$ cat src/rtl/rt_acq_thresh_mon.sv
// Acquisition queue occupancy tracker with filtered high/low water flags and sticky over/underflow.
// Optional triple-redundant occupancy counter enabled by defining ACQ_CNT_TMR_EN.
module rt_acq_thresh_mon #(
  parameter int unsigned CNT_W = 6,
  parameter int unsigned DEPTH = 32,
  parameter int unsigned FILT  = 2
) (
  input  logic             clk,
  input  logic             reset_n,
  input  logic             acq_push,
  input  logic             acq_pop,
  input  logic [CNT_W-1:0] thr_hi,
  input  logic [CNT_W-1:0] thr_lo,
  output logic             acq_thresh_hi,
  output logic             acq_thresh_lo,
  output logic [CNT_W-1:0] acq_level,
  output logic             acq_ovf,
  output logic             acq_udf,
  output logic             cfg_err,
  output logic             tmr_err
);

  localparam int unsigned FLT_W = (FILT < 2) ? 1 : $clog2(FILT + 1);
  localparam logic [CNT_W-1:0] DEPTH_L = CNT_W'(DEPTH);
  localparam logic [FLT_W-1:0] FILT_L  = FLT_W'(FILT);

  logic [CNT_W-1:0] lvl_cur;
  logic [CNT_W-1:0] lvl_nxt;
  logic             push_only;
  logic             pop_only;
  logic             at_full;
  logic             at_empty;
  logic             cfg_bad;
  logic [FLT_W-1:0] hi_cnt;
  logic [FLT_W-1:0] lo_cnt;
  logic [FLT_W-1:0] hi_cnt_nxt;
  logic [FLT_W-1:0] lo_cnt_nxt;

  // Simultaneous push and pop is a pass-through, even at the queue limits.
  always_comb begin
    push_only = acq_push & ~acq_pop;
    pop_only  = acq_pop & ~acq_push;
    at_full   = (lvl_cur == DEPTH_L);
    at_empty  = (lvl_cur == '0);
    lvl_nxt   = lvl_cur;
    if (push_only && !at_full) begin
      lvl_nxt = lvl_cur + CNT_W'(1);
    end else if (pop_only && !at_empty) begin
      lvl_nxt = lvl_cur - CNT_W'(1);
    end
  end

  // Saturating run-length of a held condition; a misconfigured threshold pair forces it idle.
  function automatic logic [FLT_W-1:0] filt_next(input logic cond, input logic bad,
                                                 input logic [FLT_W-1:0] cnt);
    if (bad || !cond) begin
      return '0;
    end else if (cnt == FILT_L) begin
      return cnt;
    end else begin
      return cnt + FLT_W'(1);
    end
  endfunction

  always_comb begin
    cfg_bad    = (thr_lo >= thr_hi);
    hi_cnt_nxt = filt_next(lvl_cur >= thr_hi, cfg_bad, hi_cnt);
    lo_cnt_nxt = filt_next(lvl_cur <= thr_lo, cfg_bad, lo_cnt);
  end

  always_ff @(posedge clk) begin
    if (!reset_n) begin
      hi_cnt        <= '0;
      lo_cnt        <= '0;
      acq_thresh_hi <= 1'b0;
      acq_thresh_lo <= 1'b0;
      acq_ovf       <= 1'b0;
      acq_udf       <= 1'b0;
      cfg_err       <= 1'b0;
    end else begin
      hi_cnt        <= hi_cnt_nxt;
      lo_cnt        <= lo_cnt_nxt;
      acq_thresh_hi <= (hi_cnt_nxt == FILT_L);
      acq_thresh_lo <= (lo_cnt_nxt == FILT_L);
      acq_ovf       <= acq_ovf | (push_only & at_full);
      acq_udf       <= acq_udf | (pop_only & at_empty);
      cfg_err       <= cfg_bad;
    end
  end

`ifdef ACQ_CNT_TMR_EN
  logic [CNT_W-1:0] cp_a;
  logic [CNT_W-1:0] cp_b;
  logic [CNT_W-1:0] cp_c;

  // Every copy reloads from the voted next value, so a single upset heals in one edge.
  assign lvl_cur   = (cp_a & cp_b) | (cp_a & cp_c) | (cp_b & cp_c);
  assign acq_level = lvl_cur;

  always_ff @(posedge clk) begin
    if (!reset_n) begin
      cp_a    <= '0;
      cp_b    <= '0;
      cp_c    <= '0;
      tmr_err <= 1'b0;
    end else begin
      cp_a    <= lvl_nxt;
      cp_b    <= lvl_nxt;
      cp_c    <= lvl_nxt;
      tmr_err <= (cp_a != lvl_cur) | (cp_b != lvl_cur) | (cp_c != lvl_cur);
    end
  end
`else
  logic [CNT_W-1:0] lvl_q;

  assign lvl_cur   = lvl_q;
  assign acq_level = lvl_q;
  assign tmr_err   = 1'b0;

  always_ff @(posedge clk) begin
    if (!reset_n) begin
      lvl_q <= '0;
    end else begin
      lvl_q <= lvl_nxt;
    end
  end
`endif

endmodule

$ cat config.mk
export PLATFORM = sky130hd
export DESIGN_NAME = rt_acq_thresh_mon
export DESIGN_NICKNAME = d
export VERILOG_FILES = /design/src/rtl/rt_acq_thresh_mon.sv
export SDC_FILE = /design/constraint.sdc
export NUM_CORES = 1
export LEC_CHECK = 0
export BUFFER_PORTS_ARGS = -buffer_cell sky130_fd_sc_hd__buf_2
export CAP_MARGIN = 30
export CORE_MARGIN = 2
export CORE_UTILIZATION = 57
export DETAILED_ROUTE_END_ITERATION = 6
export MAX_ROUTING_LAYER = met4
export PLACE_DENSITY = 0.86
export SETUP_SLACK_MARGIN = 0.15
export SLEW_MARGIN = 40
export SYNTH_ARGS = -nofsm -noshare
export SYNTH_HDL_FRONTEND = slang
export SYNTH_SLANG_ARGS = --single-unit
$ cat constraint.sdc
create_clock -name clk -period 5.7 [get_ports clk]
set_input_delay 1.14 -clock clk [delete_from_list [all_inputs] [get_ports clk]]
set_output_delay 1.14 -clock clk [all_outputs]
set_load 0.03 [all_outputs]
Yosys cells after proc, flatten, opt, wreduce, memory -nomap -nowiden --
Cells that the tools add are included.
Cells by class: add/sub/neg operators 4, magnitude comparators 3, equality and inequality tests 5, multiplexer cells 6, bitwise gates (word level) 8, reduce and logical (&&, ||, !) cells 10
Operators with widths (count):
- $ge A6 B6 Y1 | 2
- $mux W6 | 2
- $eq A2 B2 Y1 const B | 4
- $mux W2 | 4
- $add A6 B1 Y6 const B | 1
- $eq A6 B6 Y1 const B | 1
- $le A6 B6 Y1 | 1
- $logic_not A6 Y1 | 1
- $sub A6 B1 Y6 const B | 1
- $add A2 B1 Y2 const B | 2
- $and A1 B1 Y1 | 4
- $logic_not A1 Y1 | 4
- $logic_and A1 B1 Y1 | 2
- $logic_or A1 B1 Y1 | 2
- $not A1 Y1 | 2
- $or A1 B1 Y1 | 2
- $reduce_bool A2 Y1 | 1
Storage, ports and cells: register bits after elaboration 15, input bits 16, word-level logic and storage cells 44

Depth between registers and ports, before layout --
Gate-level depths: netlist of run 1.
depth in word-level cells 5, gate-level depth with buffers 9

Worst setup path after synthesis of run 1 --
OpenSTA, ideal clock, no wires.
path type input to register, from in acq_push, to reg lvl_q[5], in the netlist acq_level[5], arrival time 2.854 ns, required time 5.614 ns, path slack 2.760 ns, stages 8, path buffers 0, cell sequence nor2b_1 nand2b_1 ha_1 a211oi_1 o21bai_1 a211oi_1 a221oi_1 a211oi_1
On the way: word-level cells in the longest chain between the ends 4, elaborated cells between the ends (all ways) 7
RTL lines:
- from (decl) | line 10 | input logic acq_push,
- $not A1 Y1 | line 42 | pop_only = acq_pop & ~acq_push;
- $and A1 B1 Y1 | line 42
- $logic_and A1 B1 Y1 | line 48 | end else if (pop_only && !at_empty) begin
- $reduce_bool A2 Y1 (no source line)
- to (signal assigned) | line 124 | lvl_q <= lvl_nxt;
- to (decl) | line 114 | logic [CNT_W-1:0] lvl_q;
Parallel ways exist; a longest one is shown, timed or not. A chain may end at the register's enable or synchronous reset.

Worst setup path in the final report of run 1 --
from reg lvl_q[0], in the netlist acq_level[0], to reg lvl_q[5], in the netlist acq_level[5]
On the way: word-level cells in the longest chain between the ends 4, elaborated cells between the ends (all ways) 11
RTL lines:
- branches (longest 4 deep; another with $sub A6 B1 Y6)
Several ways; the timed one is not identified. The select of a mux whose other input is x is not followed.

==> results.yml, run 1 <==
clocking:
  cts_tree: "yes"
  clk_latency_ns: 0.30
  cts_buffer_depth: 2
  clock-sinks: 15
  htree_levels: 1
  postCtsHoldBufs: 0
  path_clk_slew_ns: 0.09
  cts_root_buffer: "clkbuf_4"
  cts_setup_buffers: 0
  numCtsBuffers: 3
  cts-resized-gates: 0
die:
  die_x_um: 49.52
  rows: 16
  die_h_um: 49.52
  io_pins: 28
  dieArea_um2: 2452
  coreArea_um2: 1962
  initial_core_util: 0.6020
setup_path:
  slowest_delay_ns: 0.57
  rr_worst_depth: 9
  worstPathMaxFanout: 7
  path_cells: "or4_4, nor3b_2, nand2b_1, ha_1, a211oi_1, o21bai_1, a211oi_1, a221oi_1, a211oi_1"
  crit_arrival_ns: 3.44
  critPathKind: "flop to flop"
  cp-start-kind: "flop"
  cpMostUsedCell: "a211oi_1"
  cp.required_ns: 5.91
  end_kind: "flop"
  slowest_stage: "or4_4"
timing:
  hold_viol_final: 0
  clock_skew_ns: 0.003511
  fmax_mhz: 310.0
  period_needed_ns: 3.226
  slew_viol_final: 0
  setup_tns_ns: 0
  finalCritPeriodShare: 0.5659
  final-setup-viol-count: 0
  rsz0062_at_grt: "no"
finish:
  final_nets: 207
  antenna_cells: 0
  final_common_cell: "buf_2"
  layout.cells.most_common_list: "buf_2, ha_1, inv_1"
  fill_cells: 174
  drive_above_1_share: 0.2061
  finish.utilization: 0.6958
  area_growth_pct: 15.57
place:
  gp_congestion: 0.9199
  dp_hpwl_um: 2178
  numPortBuffers: 26
hold_path:
  hold_depth: 2
  min_path_type: "flop to flop"
logic_synthesis:
  synth_cells: 136
  ys_seq_area_frac: 0.2542
  syn_avg_cell_area_um2: 8.685
  ys_seq_elements: 15
  syn_area_um2: 1181
  synth_warnings: 0
  synthesis.nets: 177
  synthDistinctLibCells: 32
route:
  ant_nets: 0
  via_count: 1128
  drtIter0Drc: 43
  avgViaCountPerCell: 5.875
  drt-wirelength-per-cell_um: 14.53
  drcViolationCount: 0
  wl_um: 2789
  dr.pass1.iters: 4
global_routing:
  antenna_found_initial: 0
  first_global_vias: 1131
  grtUsageTotal: 0.2558
  grt_max_degree: 11
  grt-ovfl-total: 0
  grt_pass1_wl_um: 4698
pwr:
  ir_drop_mv: 0.3079
  p_leak_nw: 0.7085
  power_density_nw_per_um2: 379.9
  power_w: 0.0005185
job:
  drv_cap: 0
status:
  outcome: "completed"
[stage by stage]
step	area, µm²	cells	hold WS (ns)	worst slack, ns
floorplan	1181	136	0.5483	2.760
global placement	1338	188	0.4471	2.540
detailed placement	1338	188	0.4739	2.285
CTS	1365	192	0.4981	2.560
global route	1365	192	0.5336	2.298
finish	1365	192	0.4898	2.474
[critical path: cells and delay by family, from the launching register on]
family / cells / cell delay (ns)
simple gates: 3 / 1.13
fa+ha+maj: 1 / 0.30
compound gates: 5 / 1.28
flops: 1 / 0.43
[Yosys cell counts]
library cell	n	area (µm²)
nand2_1	4	15.01
or2_4	1	8.760
o21ai_0	6	30.03
buf_4	1	7.510
nand3_1	3	15.01
dfxtp_1	15	300.3
o31a_1	1	8.760
fa_1	1	20.02
xnor2_1	3	26.28
o21bai_1	1	7.510
nor3_1	2	10.01
nor3b_2	1	12.51
a21oi_1	9	45.04
nor4b_1	2	17.52
o2111ai_1	2	17.52
a221oi_1	1	8.760
nor2_1	10	37.54
nand2b_1	4	25.02
inv_1	20	75.07
a21o_1	7	52.55
or4_4	1	11.26
o21ai_1	1	5.000
a31o_1	1	8.760
nor2b_1	2	12.51
nor3b_1	4	30.03
conb_1	1	3.750
and4_1	1	8.760
a211oi_1	4	30.03
a32oi_1	1	8.760
ha_1	24	300.3
a211o_1	1	8.760
o22ai_2	1	12.51
[where the power goes]
group          internal [W]  switching [W]
Sequential         0.000126      0.0000376
Combinational      0.000128       0.000163
Clock             0.0000262      0.0000380
[final timing paths]
check                            startpoint                   endpoint  slack, ns
setup / recovery  acq_level[0]$_SDFFE_PN0P_  acq_level[5]$_SDFFE_PN0P_       2.47
hold reg to reg          acq_udf$_SDFF_PN0_         acq_udf$_SDFF_PN0_       0.49
setup reg to reg  acq_level[0]$_SDFFE_PN0P_  acq_level[5]$_SDFFE_PN0P_       2.47
hold / removal           acq_udf$_SDFF_PN0_         acq_udf$_SDFF_PN0_       0.49
[per-layer routing]
| metal | GRT usage | wire [µm] |
|---|---|---|
| met5 | - | 0 |
| met4 | 0.09259 | 63 |
| met3 | 0.04848 | 159 |
| met2 | 0.4622 | 1429 |
| met1 | 0.2764 | 1137 |
[final cells by class]
cell class / count / area [µm²] / share of cell area
Sequential cell: 15 / 300.3 / 0.2200
Clock buffer: 3 / 22.52 / 0.01650
Tap cell: 27 / 33.78 / 0.02475
Multi-Input combinational cell: 100 / 798.3 / 0.5848
Clock inverter: 1 / 5.005 / 0.003666
Inverter: 20 / 75.07 / 0.05500
Timing Repair Buffer: 26 / 130.1 / 0.09533
[flip-flops by register name, summed over array words and instances (netlist names)]
name	count
acq_level	6
acq_ovf	1
acq_thresh_hi	1
acq_thresh_lo	1
acq_udf	1
cfg_err	1
hi_cnt	2
lo_cnt	2
[cells by family after synthesis]
group           Yosys count  synth area share
fa+ha+maj                25            0.2712
flops                    15            0.2542
xor+xnor                  3           0.02225
compound gates           36            0.2066
buf+inv                  21           0.06992
simple gates             35            0.1727
other cells               1          0.003175
Note: power is estimated with default switching activity, not from simulation.
==> inputs of run 2 (changes only) <==
ABC_AREA = 1   (was unset)
CORE_UTILIZATION = 53   (was 57)
PLACE_DENSITY = 0.81   (was 0.86)
clock period = 3.24 ns   (was 5.7 ns; I/O delays follow)
==> run 2 against run 1 <==
Compared with the run above:
- register-to-register slack worse by 1.2 ns
- sequential share of layout area down 0.61 points
- die area up 11%
- design area up 2.8%
- cell count up 17%
- setup slack worse by 1.2 ns
- critical path type unchanged
- largest cell class unchanged
- largest power group unchanged
- highest routed layer unchanged
==> results.yml, run 2 <==
clocking:
  numCtsBuffers: 3
  cts_setup_buffers: 0
  postCtsHoldBufs: 0
  clock-sinks: 15
  clk_latency_ns: 0.29
  htree_levels: 1
  cts_buffer_depth: 2
  cts_root_buffer: "clkbuf_4"
  path_clk_slew_ns: 0.10
  cts-resized-gates: 0
  cts_tree: "yes"
place:
  place_ws_ns: 1.085
  gp_congestion: 0.8187
  dp_hpwl_um: 2082
  numPortBuffers: 26
global_routing:
  antenna_found_initial: 0
  grt_max_degree: 10
  grt-ovfl-total: 0
  grt_pass1_wl_um: 4188
  first_global_vias: 1067
  grtUsageTotal: 0.2079
pwr:
  power_density_nw_per_um2: 553.1
  p_leak_nw: 0.8067
  power_w: 0.0007764
  ir_drop_mv: 0.3935
timing:
  hold_viol_final: 0
  fmax_mhz: 501.4
  rsz0062_at_grt: "no"
  layout_setup_ws_ns: 1.246
  finalCritPeriodShare: 0.6156
  slew_viol_final: 0
  clock_skew_ns: 0.004050
  period_needed_ns: 1.994
  setup_tns_ns: 0
  final-setup-viol-count: 0
die:
  die_x_um: 52.20
  dieArea_um2: 2724
  coreArea_um2: 2212
  rows: 17
  initial_core_util: 0.5566
  io_pins: 28
  die_h_um: 52.20
logic_synthesis:
  syn_area_um2: 1231
  synth_top_area_cell: "dfxtp_1"
  yosys.area.top_type_share: 0.2439
  ys_seq_area_frac: 0.2439
  synth_most_common_cell: "inv_1"
  syn_avg_cell_area_um2: 7.285
  synthTopCellsByArea: "dfxtp_1, ha_1, inv_1"
  synth_commonest_cells: "inv_1, nor2_1, ha_1"
  synthDistinctLibCells: 27
  yosys_most_used_dff: "dfxtp_1"
  synth_warnings: 0
  synthesis.nets: 210
  synth_cells: 169
  ys_seq_elements: 15
  async_flop_share: 0
  synth_edf_count: 0
finish:
  drive_above_1_share: 0.2081
  largest_reg_flops: 6
  antenna_cells: 0
  fill_cells: 203
  area_growth_pct: 14.02
  final_common_cell: "inv_1"
  layout.cells.most_common_list: "inv_1, nor2_1, buf_2"
  final_nets: 239
setup_path:
  slowest_stage: "dfxtp_1"
  cp-start-kind: "flop"
  worstPathMaxFanout: 7
  path_cells: "nor2_2, nand3_2, nand3_4, ha_1, inv_1, nand2_1, nand3_1, nand2_1, nand2_1, a21oi_1, nor2_1"
  cp.required_ns: 3.43
  reg2reg_slack_ns: 1.25
  end_kind: "flop"
  crit_arrival_ns: 2.19
  rr_worst_depth: 11
  critPathKind: "flop to flop"
  slowest_delay_ns: 0.53
  cpMostUsedCell: "nand2_1"
hold_path:
  hold_depth: 2
  min_path_type: "flop to flop"
route:
  drtIter0Drc: 13
  wl_um: 2483
  ant_nets: 0
  dr.pass1.iters: 4
  via_count: 1154
  drcViolationCount: 0
  avgViaCountPerCell: 5.129
  drt-wirelength-per-cell_um: 11.04
status:
  outcome: "completed"
job:
  drv_cap: 0
-- run 2: cell count changes after synthesis, sizes merged, moves of 3 or more --
cell,change
a211oi,-4
xnor2,-3
nand2,+19
nor2,+22
a21o,-7
nor3b,-5
inv,+11
nand3,+11
nand2b,-4
-- run 2: layout make-up --
cell class	instances	area, µm²	area share
Timing Repair Buffer	26	130.1	0.09269
Tap cell	28	35.03	0.02496
Inverter	32	121.4	0.08645
Clock buffer	4	26.28	0.01872
Multi-Input combinational cell	120	790.8	0.5633
Sequential cell	15	300.3	0.2139
-- run 2: worst paths after layout --
path	from	end
max	acq_level[1]$_SDFFE_PN0P_	acq_level[5]$_SDFFE_PN0P_
min	acq_ovf$_SDFF_PN0_	acq_ovf$_SDFF_PN0_
max reg2reg	acq_level[1]$_SDFFE_PN0P_	acq_level[5]$_SDFFE_PN0P_
min reg2reg	acq_ovf$_SDFF_PN0_	acq_ovf$_SDFF_PN0_
-- run 2: logic make-up (layout without fill, tap and decap cells) --
group | Yosys count | in the layout | share of synthesized area
buf+inv | 34 | 62 | 0.1138
flops | 15 | 15 | 0.2439
simple gates | 73 | 73 | 0.2835
fa+ha+maj | 25 | 25 | 0.2602
other cells | 1 | 1 | 0.003046
xor+xnor | 2 | 2 | 0.01423
compound gates | 19 | 19 | 0.08130
-- run 2: where the power goes --
group | total, W | internal, W | leakage [nW] | switching (W)
clock | 0.000113 | 0.0000479 | 0.0150 | 0.0000650
combinational | 0.000407 | 0.000155 | 0.669 | 0.000252
sequential | 0.000257 | 0.000214 | 0.123 | 0.0000425
total | 0.000776 | 0.000417 | 0.807 | 0.000359
-- run 2: critical path: cells and delay by family, from the launching register on --
| family | cells | cell delay (ns) |
|---|---|---|
| buffers and inverters | 1 | 0.06 |
| AOI/OAI and AO/OA | 1 | 0.18 |
| and+or+nand+nor | 8 | 0.76 |
| adders and majority gates | 1 | 0.36 |
| DFF | 1 | 0.53 |
-- run 2: layer usage --
| layer | GRT usage | routed length (µm) | share of wire | vias up |
|---|---|---|---|---|
| met4 | 0.05128 | 26 | 0.010 | 0 |
| met1 | 0.2291 | 1051 | 0.42 | 529 |
| met3 | 0.03714 | 146 | 0.059 | 6 |
| li1 | - | - | - | 590 |
| met2 | 0.3861 | 1258 | 0.51 | 29 |
| met5 | - | 0 | 0 | - |
-- run 2: stage by stage --
| step | hold WS (ns) | std cells | area [µm²] | util |
|---|---|---|---|---|
| final | 0.4824 | 225 | 1404 | 0.6346 |
| after global routing | 0.5335 | 225 | 1404 | 0.6346 |
| after CTS | 0.4914 | 225 | 1404 | 0.6346 |
| after detailed placement | 0.4692 | 221 | 1378 | 0.6227 |
| after global placement | 0.4460 | 221 | 1378 | 0.6227 |
| after floorplan | 0.5497 | 169 | 1231 | - |
